File: src/rtl/match_ctrl.sv
// match_ctrl: sequences a best-of match as a series of rounds.
//   IDLE -> (start) -> PLAY -> (round won or tied) -> HOLD -> PLAY ... -> DONE
//   After each round a fixed pause of HOLD_CYCLES cycles elapses. The block
//   then re-centres the field for the next round, or declares the match
//   decided once either score reaches WIN_TARGET.
//
// Ports
//   clk        system clock, rising edge
//   reset      asynchronous active-low reset
//   start      single-cycle start/restart request (already debounced)
//   wL / wR    single-cycle round-win pulses for the left / right player
//   play_en    high while a round is live
//   field_clr  single-cycle pulse that re-centres the light field
//   scoreL/R   round wins this match
//   match_over high while the match is decided
//   champL/R   winner flags, valid while match_over
//
// Every output comes directly from a flop, so no input reaches an output
// combinationally.
module match_ctrl #(
  parameter int unsigned WIN_TARGET  = 7,
  parameter int unsigned HOLD_CYCLES = 50_000_000
) (
  input  logic       clk,
  input  logic       reset,
  input  logic       start,
  input  logic       wL,
  input  logic       wR,
  output logic       play_en,
  output logic       field_clr,
  output logic [2:0] scoreL,
  output logic [2:0] scoreR,
  output logic       match_over,
  output logic       champL,
  output logic       champR
);

  localparam int unsigned SCORE_W = 3;
  localparam int unsigned CNT_W   = $clog2(HOLD_CYCLES);

  localparam logic [SCORE_W-1:0] WIN      = SCORE_W'(WIN_TARGET);
  localparam logic [CNT_W-1:0]   CNT_LOAD = CNT_W'(HOLD_CYCLES - 1);

  typedef enum logic [1:0] {
    IDLE = 2'd0,
    PLAY = 2'd1,
    HOLD = 2'd2,
    DONE = 2'd3
  } state_e;

  state_e             state_q,      state_d;
  logic [CNT_W-1:0]   cnt_q,        cnt_d;
  logic [SCORE_W-1:0] score_l_q,    score_l_d;
  logic [SCORE_W-1:0] score_r_q,    score_r_d;
  logic               play_en_q,    play_en_d;
  logic               field_clr_q,  field_clr_d;
  logic               match_over_q, match_over_d;
  logic               champ_l_q,    champ_l_d;
  logic               champ_r_q,    champ_r_d;

  logic win_l_reached;
  logic win_r_reached;

  assign win_l_reached = (score_l_q == WIN);
  assign win_r_reached = (score_r_q == WIN);

  // Next-state and next-output logic
  always_comb begin
    state_d      = state_q;
    cnt_d        = cnt_q;
    score_l_d    = score_l_q;
    score_r_d    = score_r_q;
    field_clr_d  = 1'b0;
    match_over_d = match_over_q;
    champ_l_d    = champ_l_q;
    champ_r_d    = champ_r_q;

    unique case (state_q)
      IDLE: begin
        if (start) begin
          state_d     = PLAY;
          field_clr_d = 1'b1;
        end
      end

      PLAY: begin
        if (start) begin
          // Abort: restart the match in place. The field was already
          // cleared if field_clr is high right now, so skip a second pulse.
          score_l_d   = '0;
          score_r_d   = '0;
          field_clr_d = ~field_clr_q;
        end else if (wL && wR) begin
          // Simultaneous wins are a tie: pause, then replay the round.
          state_d = HOLD;
          cnt_d   = CNT_LOAD;
        end else if (wL) begin
          state_d = HOLD;
          cnt_d   = CNT_LOAD;
          if (score_l_q < WIN) begin
            score_l_d = score_l_q + SCORE_W'(1);
          end
        end else if (wR) begin
          state_d = HOLD;
          cnt_d   = CNT_LOAD;
          if (score_r_q < WIN) begin
            score_r_d = score_r_q + SCORE_W'(1);
          end
        end
      end

      HOLD: begin
        // The counter is loaded with HOLD_CYCLES-1 and the exit happens on
        // the cycle it reads zero, so the pause lasts exactly HOLD_CYCLES.
        if (cnt_q == '0) begin
          if (win_l_reached || win_r_reached) begin
            state_d      = DONE;
            match_over_d = 1'b1;
            champ_l_d    = win_l_reached;
            champ_r_d    = win_r_reached && !win_l_reached;
          end else begin
            state_d     = PLAY;
            field_clr_d = 1'b1;
          end
        end else begin
          cnt_d = cnt_q - CNT_W'(1);
        end
      end

      DONE: begin
        if (start) begin
          state_d      = PLAY;
          score_l_d    = '0;
          score_r_d    = '0;
          match_over_d = 1'b0;
          champ_l_d    = 1'b0;
          champ_r_d    = 1'b0;
          field_clr_d  = 1'b1;
        end
      end

      default: begin
        state_d = IDLE;
      end
    endcase

    play_en_d = (state_d == PLAY);
  end

  // State and output registers
  always_ff @(posedge clk or negedge reset) begin
    if (!reset) begin
      state_q      <= IDLE;
      cnt_q        <= '0;
      score_l_q    <= '0;
      score_r_q    <= '0;
      play_en_q    <= 1'b0;
      field_clr_q  <= 1'b0;
      match_over_q <= 1'b0;
      champ_l_q    <= 1'b0;
      champ_r_q    <= 1'b0;
    end else begin
      state_q      <= state_d;
      cnt_q        <= cnt_d;
      score_l_q    <= score_l_d;
      score_r_q    <= score_r_d;
      play_en_q    <= play_en_d;
      field_clr_q  <= field_clr_d;
      match_over_q <= match_over_d;
      champ_l_q    <= champ_l_d;
      champ_r_q    <= champ_r_d;
    end
  end

  assign play_en    = play_en_q;
  assign field_clr  = field_clr_q;
  assign scoreL     = score_l_q;
  assign scoreR     = score_r_q;
  assign match_over = match_over_q;
  assign champL     = champ_l_q;
  assign champR     = champ_r_q;

  // Invariants of the output protocol
  a_clr_single : assert property (@(posedge clk) disable iff (!reset)
    field_clr_q |=> !field_clr_q);

  a_champ_excl : assert property (@(posedge clk) disable iff (!reset)
    !(champ_l_q && champ_r_q));

  a_score_sat : assert property (@(posedge clk) disable iff (!reset)
    (score_l_q <= WIN) && (score_r_q <= WIN));

endmodule

File: config.mk
export PLATFORM = sky130hd
export DESIGN_NAME = match_ctrl
export DESIGN_NICKNAME = d
export VERILOG_FILES = /design/src/rtl/match_ctrl.sv
export SDC_FILE = /design/constraint.sdc
export NUM_CORES = 1
export LEC_CHECK = 0
export BUFFER_PORTS_ARGS = -buffer_cell sky130_fd_sc_hd__buf_2
export CAP_MARGIN = 20
export CORE_ASPECT_RATIO = 1.25
export CORE_MARGIN = 5
export CORE_UTILIZATION = 55
export DETAILED_ROUTE_END_ITERATION = 12
export PLACE_DENSITY_LB_ADDON = 0.08
export SYNTH_ARGS = -nofsm -noshare
export SYNTH_HDL_FRONTEND = slang
export SYNTH_SLANG_ARGS = --single-unit
export TNS_END_PERCENT = 30
File: constraint.sdc
create_clock -name clk -period 4.71 [get_ports clk]
set_input_delay 0 -clock clk [delete_from_list [all_inputs] [get_ports clk]]
set_output_delay 0 -clock clk [all_outputs]
set_load 0.01 [all_outputs]
Word level (Yosys, flattened, before mapping) --
Index checks and enable logic that the tools add are counted.
Operators by class: add/subtract/negate cells 3, $lt $le $gt $ge 2, equal/unequal tests 18, mux-type cells 41, bitwise operators 1, reduce and logical (&&, ||, !) cells 14
Operators with widths (number):
- $mux 26 | 5
- $pmux 26 s2 | 1
- $mux 3 | 10
- $logic_not 26->1 | 1
- $sub 26x1->26 const B | 1
- $ne 3x3->1 const B | 6
- $mux 2 | 7
- $pmux 3 s2 | 2
- $mux 1 | 11
- $ne 2x2->1 const B | 5
- $reduce_and 4->1 | 2
- $add 3x1->3 const B | 2
- $eq 3x3->1 const B | 2
- $lt 3x3->1 const B | 2
- $pmux 1 s2 | 3
- $pmux 2 s3 | 1
- $reduce_and 6->1 | 1
- $reduce_bool 2->1 | 3
- $reduce_and 5->1 | 1
- $eq 2x1->1 const B | 2
- $eq 2x2->1 const B | 2
- $ne 4x4->1 const B | 1
- $pmux 1 s3 | 1
- $logic_and 1x1->1 | 2
- other kinds (5) | 5
Storage, ports and cells: register bits 39, output and inout port bits 11

Depth between registers and ports, before layout --
Gate-level depths: netlist (run 1).
depth in word-level cells 7, depth in mapped cells 8, depth with buffers taken out 7

Worst setup path before layout (run 1) --
No wires, ideal clock.
path type register to register, from register state_q[1], to register cnt_q[18], data arrival time 1.865 ns, path slack 2.705 ns, stages on the path, launching flop included 8, clock period less this slack 2.005 ns, path through dfrtp_1 inv_1 ha_1 clkbuf_1 a211oi_1 o21ai_2 o311ai_0 o41ai_1
Between the ends: word-level cells in the longest chain between the ends 3, elaborated cells on any way between the ends 8, those cells by class 5 x eq/ne; 1 x mux; 2 x reduce/logical
Ends and longest elaborated chain:
- start: declaration | line 51 | state_e state_q, state_d;
- start signal: assignment | line 163 | state_q <= state_d;
- $eq 2x1->1 / $eq 2x2->1 (equally long branches) | line 78 | unique case (state_q)
- $ne 4x4->1 (no line), or another cell as far along
- $reduce_and 4->1 (no line)
- end signal: assignment | line 164 | cnt_q <= cnt_d;
- end: declaration | line 52 | logic [CNT_W-1:0] cnt_q, cnt_d;
Parallel ways exist; a longest one is shown, timed or not. A chain may end at the register's enable or synchronous reset.

Worst setup path after layout (run 1) --
from register state_q[0], to register cnt_q[18]
The elaborated chain is that of the path after synthesis.

==> results of run 1 <==
-- worst max-delay path by stage --
stage                    startpoint                     to  cells past startpoint
4_1_cts        state_q[0]$_DFF_PN0_  cnt_q[18]$_DFFE_PN0P_                      7
2_1_floorplan  state_q[1]$_DFF_PN0_  cnt_q[18]$_DFFE_PN0P_                      7
3_5_place_dp   state_q[0]$_DFF_PN0_  cnt_q[10]$_DFFE_PN0P_                      7
3_3_place_gp   state_q[0]$_DFF_PN0_  cnt_q[18]$_DFFE_PN0P_                      7
5_1_grt        state_q[0]$_DFF_PN0_  cnt_q[18]$_DFFE_PN0P_                      7
6_report       state_q[0]$_DFF_PN0_  cnt_q[18]$_DFFE_PN0P_                      7
-- cells by family after synthesis --
family	after synthesis
simple gates	113
compound gates	50
flops	39
buf+inv	19
xor+xnor	11
fa+ha+maj	9
mux	6
-- sequential cells by signal (all words and copies together), names as in the netlist --
| name | cells |
|---|---|
| field_clr | 1 |
| cnt_q | 26 |
| scoreL | 3 |
| state_q | 2 |
| match_over | 1 |
| scoreR | 3 |
| play_en | 1 |
| champL | 1 |
| champR | 1 |
-- routing by layer --
layer	up-vias	global-route usage (%)	share of wire, %
met3	7	4.65	3.5
met4	0	6.90	1.3
met5	-	0	0
met2	38	34.8	50
li1	926	-	-
met1	885	25.9	45
-- critical path, cell delays in order (launching register included) --
cell	delay (ps)
dfrtp_1	420
inv_1	70
ha_1	400
inv_1	220
a211oi_1	560
o21ai_2	280
o311ai_0	370
o41ai_1	130
-- Yosys cell counts (2+ instances only) --
cell and number:
a211oi_1 2, a21oi_1 8, a31oi_1 2, and2_1 2
and3_1 2, buf_2 2, clkbuf_1 8, dfrtp_1 39
ha_1 9, inv_1 9, mux2_2 2, mux2i_1 4
nand2_1 28, nand3_1 15, nand4_1 5, nand4_2 2
nor2_1 25, nor3_1 9, nor3_2 2, nor3b_1 2
nor4_1 2, nor4b_1 2, o2111ai_1 2, o211ai_1 5
o21ai_0 15, o21ai_2 2, o31ai_1 3, or3_1 7
or4_1 4, xnor2_1 2, xor2_1 9
-- per-stage QoR --
| stage | instances | worst slack [ps] |
|---|---|---|
| floorplan | 247 | 2700 |
| global placement | 308 | 2100 |
| detailed placement | 308 | 2140 |
| CTS | 317 | 2090 |
| global route | 317 | 1770 |
| finish | 317 | 2120 |
-- power groups by stage --
stage / clock network (uW) / registers (uW) / logic [uW]
after floorplan: 0 / 450 / 230
final: 254 / 439 / 338
after CTS: 257 / 438 / 341
after global routing: 269 / 452 / 386
after global placement: 0 / 443 / 335
after detailed placement: 0 / 445 / 337
-- layout make-up --
cell class / count / area (um^2) / share of cell area [%]
multi-input combinational: 189 / 1240 / 49.4
sequential: 39 / 976 / 39.0
clock buffer: 8 / 100 / 4.00
timing repair buffer: 16 / 85.1 / 3.40
tap: 56 / 70.1 / 2.80
inverter: 9 / 33.8 / 1.35
-- what timing repair did --
item,4_1_cts,5_1_grt
endpoints found under the hold margin,39,0
hold buffers,1,0
buffers inserted,0,0
==> flow_summary.ini, run 1 <==
[layout]
area_growth_from_synthesis_to_layout_pct = 9.41
layout.cells.most_common = dfrtp_1
drive_gt1_share_pct = 13.8
nNetsFinal = 274
final_cell_mix = dfrtp_1, nand2_1, nor2_1
num_antenna_cells = 0
layout.cell_area.non_filler_mm2 = 0.00250
fill_cells = 370
finalCoreUtilization_pct = 61.5

[global_routing]
wire_length_of_the_first_global_routing_pass_um = 8700
grt_antenna_before_repair = 0
maximum_number_of_pins_on_one_net_before_global_route_repair = 40
gr-usage-all-layers_pct = 20.7
first_global_vias = 1874
globalRoute.totalOverflow = 0

[critical_path]
worst_setup_path_start_kind = register
crit_arrival_ps = 2750
worstRegToRegCells = 7
timing.rr.start = state_q[0]$_DFF_PN0_
r2r_end = cnt_q[18]$_DFFE_PN0P_
worstSetupPathType = register to register
crit_required_ps = 4870
setup.reg_to_reg.worst_slack_ps = 2120
cp-end-kind = register
cp_max_fo = 11

[route]
dr.pass1.iters = 4
route.final.wire_length_um = 4860
drt_drc_violations_left = 0
route.antenna.remaining_nets = 0
wire_per_inst_um = 15.3
drtIter0Drc = 109
drt-vias-per-instance = 5.85
dr_total_vias = 1856

[cts]
clock_sinks = 39
clockRootBuffer = clkbuf_8
buffers_from_clock_root_to_sink_at_most = 2
htreeDepth = 2
tritoncts = done
worst_setup_hold_path_clk_slew_ps = 70
clk_lat_worst_skew_ps = 290
cts-resized-gates = 0
cts_made_buffers = 5

[power_and_ir_drop]
power.switching_fraction_pct = 37.5
report.power.total_uw = 1030
power.clock.fraction_pct = 24.6
cell_internal_pwr_uw = 644
ir_drop_mv = 0.342
pwr_density_cell_mw_per_mm2 = 412
switching_power_uw = 387
power_leakage_uw = 0.000989
share_comb_of_total_power_pct = 32.8
sequential_cell_fraction_of_total_power_pct = 42.6

[place]
io_buffers = 15
final_weighted_congestion_in_routability_driven_placement = 0.812
dp_hpwl_um = 3350
place_area_mm2 = 0.00239

[timing]
rsz0062_at_grt = false
fin_setup_tns_ps = 0
timing.max_slew.rel_slack_pct = 36.5
max_freq_ghz = 0.387
final.min_clock_period_ps = 2590
final_hold_fails = 0
whs_ps = 73.4
timing_worst_slew_pin_value_ps = 945
period_share_pct = 54.9
finalSetupViolCount = 0
clock-skew-final_ps = 2.05
timing.final.max_slew_violations = 0

[logic_synthesis]
post_synth_simple_gate_area_pct = 26.4
synth_ff_type = dfrtp_1
post_synth_num_cell_types = 48
synthMuxAreaShare_pct = 2.74
yosys-top-cells-area = dfrtp_1, ha_1, nand2_1, nor2_1, xor2_1
synth-seq-cells = 39
synth_compound_gate_area_share_pct = 15.8
synthesized_area_mm2 = 0.00229
synthDominantCellAreaShare_pct = 42.7
synthArstFlopShare_pct = 100
syn_inst = 247
main_combinational_cell_family_by_area_after_synthesis = simple AND/OR/NAND/NOR gates
synthDominantAreaCellType = dfrtp_1
ys_seq_area_share_pct = 42.7
synthesis.yosys.warnings = 0
number_of_enable_flip_flop_cells_after_synthesis = 0
mean_instance_size_in_the_synthesized_netlist_um2 = 9.25
synthAdderAreaFrac_pct = 4.93
synth-xor-area-share_pct = 4.21
postSynthNetCount = 261

[hold_path]
hold_path_end = field_clr$_DFF_PN0_
min_from = start
worstHoldPathType = input port to register
whs_path_depth = 3

[floorplanning]
row_count = 26
die_width_um = 67.7
floorplan.initialDensity_pct = 56.2
floorplan.die_area_mm2 = 0.00555
ios = 16
placeableCoreArea_mm2 = 0.00407
chipHeight_um = 82.1

[flow_run]
drv_cap = 0

[status]
result_of_the_run = completed
(Power assumes the default switching activity.)
==> run 2, diff against run 1 <==
Clock period 4.71 ns to 2.44 ns, I/O delays scaled along.
==> flow_summary.ini, run 2 (synthesis gave the netlist of run 1 again) <==
[power_and_ir_drop]
switching_power_uw = 746
power.clock.fraction_pct = 23.8
sequential_cell_fraction_of_total_power_pct = 41.9
cell_internal_pwr_uw = 1270
pwr_density_cell_mw_per_mm2 = 788
power_leakage_uw = 0.00103
report.power.total_uw = 2020
ir_drop_mv = 0.579
share_comb_of_total_power_pct = 34.3
power.switching_fraction_pct = 37.0

[global_routing]
grt_antenna_before_repair = 0
globalRoute.totalOverflow = 0
first_global_vias = 1872
maximum_number_of_pins_on_one_net_before_global_route_repair = 40
gr-usage-all-layers_pct = 20.8
wire_length_of_the_first_global_routing_pass_um = 8650

[timing]
finalSetupViolCount = 0
timing.final.max_slew_violations = 0
max_freq_ghz = 0.456
timing_worst_slew_pin_value_ps = 879
rsz0062_at_grt = false
clock-skew-final_ps = 5.60
timing.max_slew.rel_slack_pct = 41.4
fin_setup_tns_ps = 0
period_share_pct = 89.9
final.min_clock_period_ps = 2190
final_hold_fails = 0

[route]
dr_total_vias = 1880
route.final.wire_length_um = 4890
drt_drc_violations_left = 0
wire_per_inst_um = 15.0
drtIter0Drc = 116
route.antenna.remaining_nets = 0
dr.pass1.iters = 4
drt-vias-per-instance = 5.78

[critical_path]
crit_path_max_incr_delay_ps = 570
critical_path.endpoint = cnt_q[15]$_DFFE_PN0P_
worstRegToRegCells = 6
cp_max_fo = 7
crit_required_ps = 2660
timing.rr.start = state_q[1]$_DFF_PN0_
cp-end-kind = register
worstSetupPathType = register to register
r2r_end = cnt_q[15]$_DFFE_PN0P_
crit_chain = inv_1 -> ha_1 -> a2111oi_4 -> o211ai_1 -> nor3b_1 -> mux2i_1
worst_setup_path_start_kind = register
slowest_stage = a2111oi_4
crit_arrival_ps = 2410
setup.reg_to_reg.worst_slack_ps = 250
startpoint = state_q[1]$_DFF_PN0_

[status]
result_of_the_run = completed

[flow_run]
drv_cap = 0

[cts]
worst_setup_hold_path_clk_slew_ps = 70
buffers_from_clock_root_to_sink_at_most = 2
cts_made_buffers = 5
tritoncts = done
clk_lat_worst_skew_ps = 290
htreeDepth = 2
clockRootBuffer = clkbuf_8
clock_sinks = 39

[place]
dp_hpwl_um = 3550
io_buffers = 15
final_weighted_congestion_in_routability_driven_placement = 0.857
placed_cells = 316
place_area_mm2 = 0.00245

[hold_path]
worstHoldPathType = input port to register

[layout]
drive_gt1_share_pct = 16.4
largest_reg_flops = 26
num_antenna_cells = 0
layout.cells.most_common = dfrtp_1
final_cell_mix = dfrtp_1, nand2_1, nor2_1, nand3_1, buf_2
nNetsFinal = 282
finish.cell_count_without_fillers = 325
layout.cell_area.non_filler_mm2 = 0.00256
most_flops_register = cnt_q
area_growth_from_synthesis_to_layout_pct = 12.0

[floorplanning]
ios = 16
chipHeight_um = 82.1
placeableCoreArea_mm2 = 0.00407
floorplan.initialDensity_pct = 56.2
floorplan.die_area_mm2 = 0.00555
row_count = 26
die_width_um = 67.7
==> run 2: cell count changes in the layout (fill, tap and decap cells not counted) <==
cell and change:
buf_4 +8, o21ai_1 +1, o21ai_0 -1
==> run 2: layout make-up <==
type,count,area (um^2)
fillers,367,1510
repair buffers,24,145
clock buffers,8,100
flip-flops and latches,39,976
inverters,9,33.8
well taps,56,70.1
multi-input cells,189,1240
==> run 2: what timing repair did <==
action | in CTS | in global routing
hold endpoints to repair | 39 | 0
hold buffers | 1 | 0
setup buffers | 0 | 0
resized for setup | 0 | 1
endpoints found under the setup margin | 0 | 3
==> run 2: worst min path at each step <==
| stage | from | endpoint | slack (ps) | depth (start not counted) |
|---|---|---|---|---|
| 2_1_floorplan | reset | champL$_DFFE_PN0P_ | -300 | 0 |
| 3_3_place_gp | reset | cnt_q[20]$_DFFE_PN0P_ | 160 | 1 |
| 3_5_place_dp | reset | cnt_q[20]$_DFFE_PN0P_ | 170 | 1 |
| 4_1_cts | start | field_clr$_DFF_PN0_ | 60 | 3 |
| 5_1_grt | start | field_clr$_DFF_PN0_ | 80 | 3 |
| 6_report | start | field_clr$_DFF_PN0_ | 70 | 3 |
==> run 2: layer usage <==
layer | global-route usage [%] | vias to the layer above | wire length (um)
li1 | - | 941 | -
met1 | 25.1 | 906 | 2150
met2 | 36.2 | 26 | 2520
met3 | 4.79 | 7 | 152
met4 | 6.29 | 0 | 62
met5 | 0 | - | 0
==> run 2: power groups by stage <==
stage	combinational [uW]	clock [uW]	sequential, uW
after CTS	697	498	847
after detailed placement	694	0	859
after global routing	789	529	865
after floorplan	444	0	869
after global placement	680	0	855
final	691	480	846
==> run 2: through the flow <==
stage / hold WS (ps) / util, % / worst slack [ps]
floorplan: -296 / - / 435
global placement: 165 / 60.3 / 255
detailed placement: 171 / 60.3 / 245
CTS: 59.2 / 63.0 / 214
global route: 79.6 / 63.0 / 56.5
finish: 71.4 / 63.0 / 247
==> run 2: worst max-delay path: cells and delay by family, from the launching register on <==
family,cells,cell delay (ps)
DFF,1,400
adders and majority gates,1,290
AOI/OAI and AO/OA,2,810
muxes,1,220
and+or+nand+nor,1,310
buffers and inverters,1,90
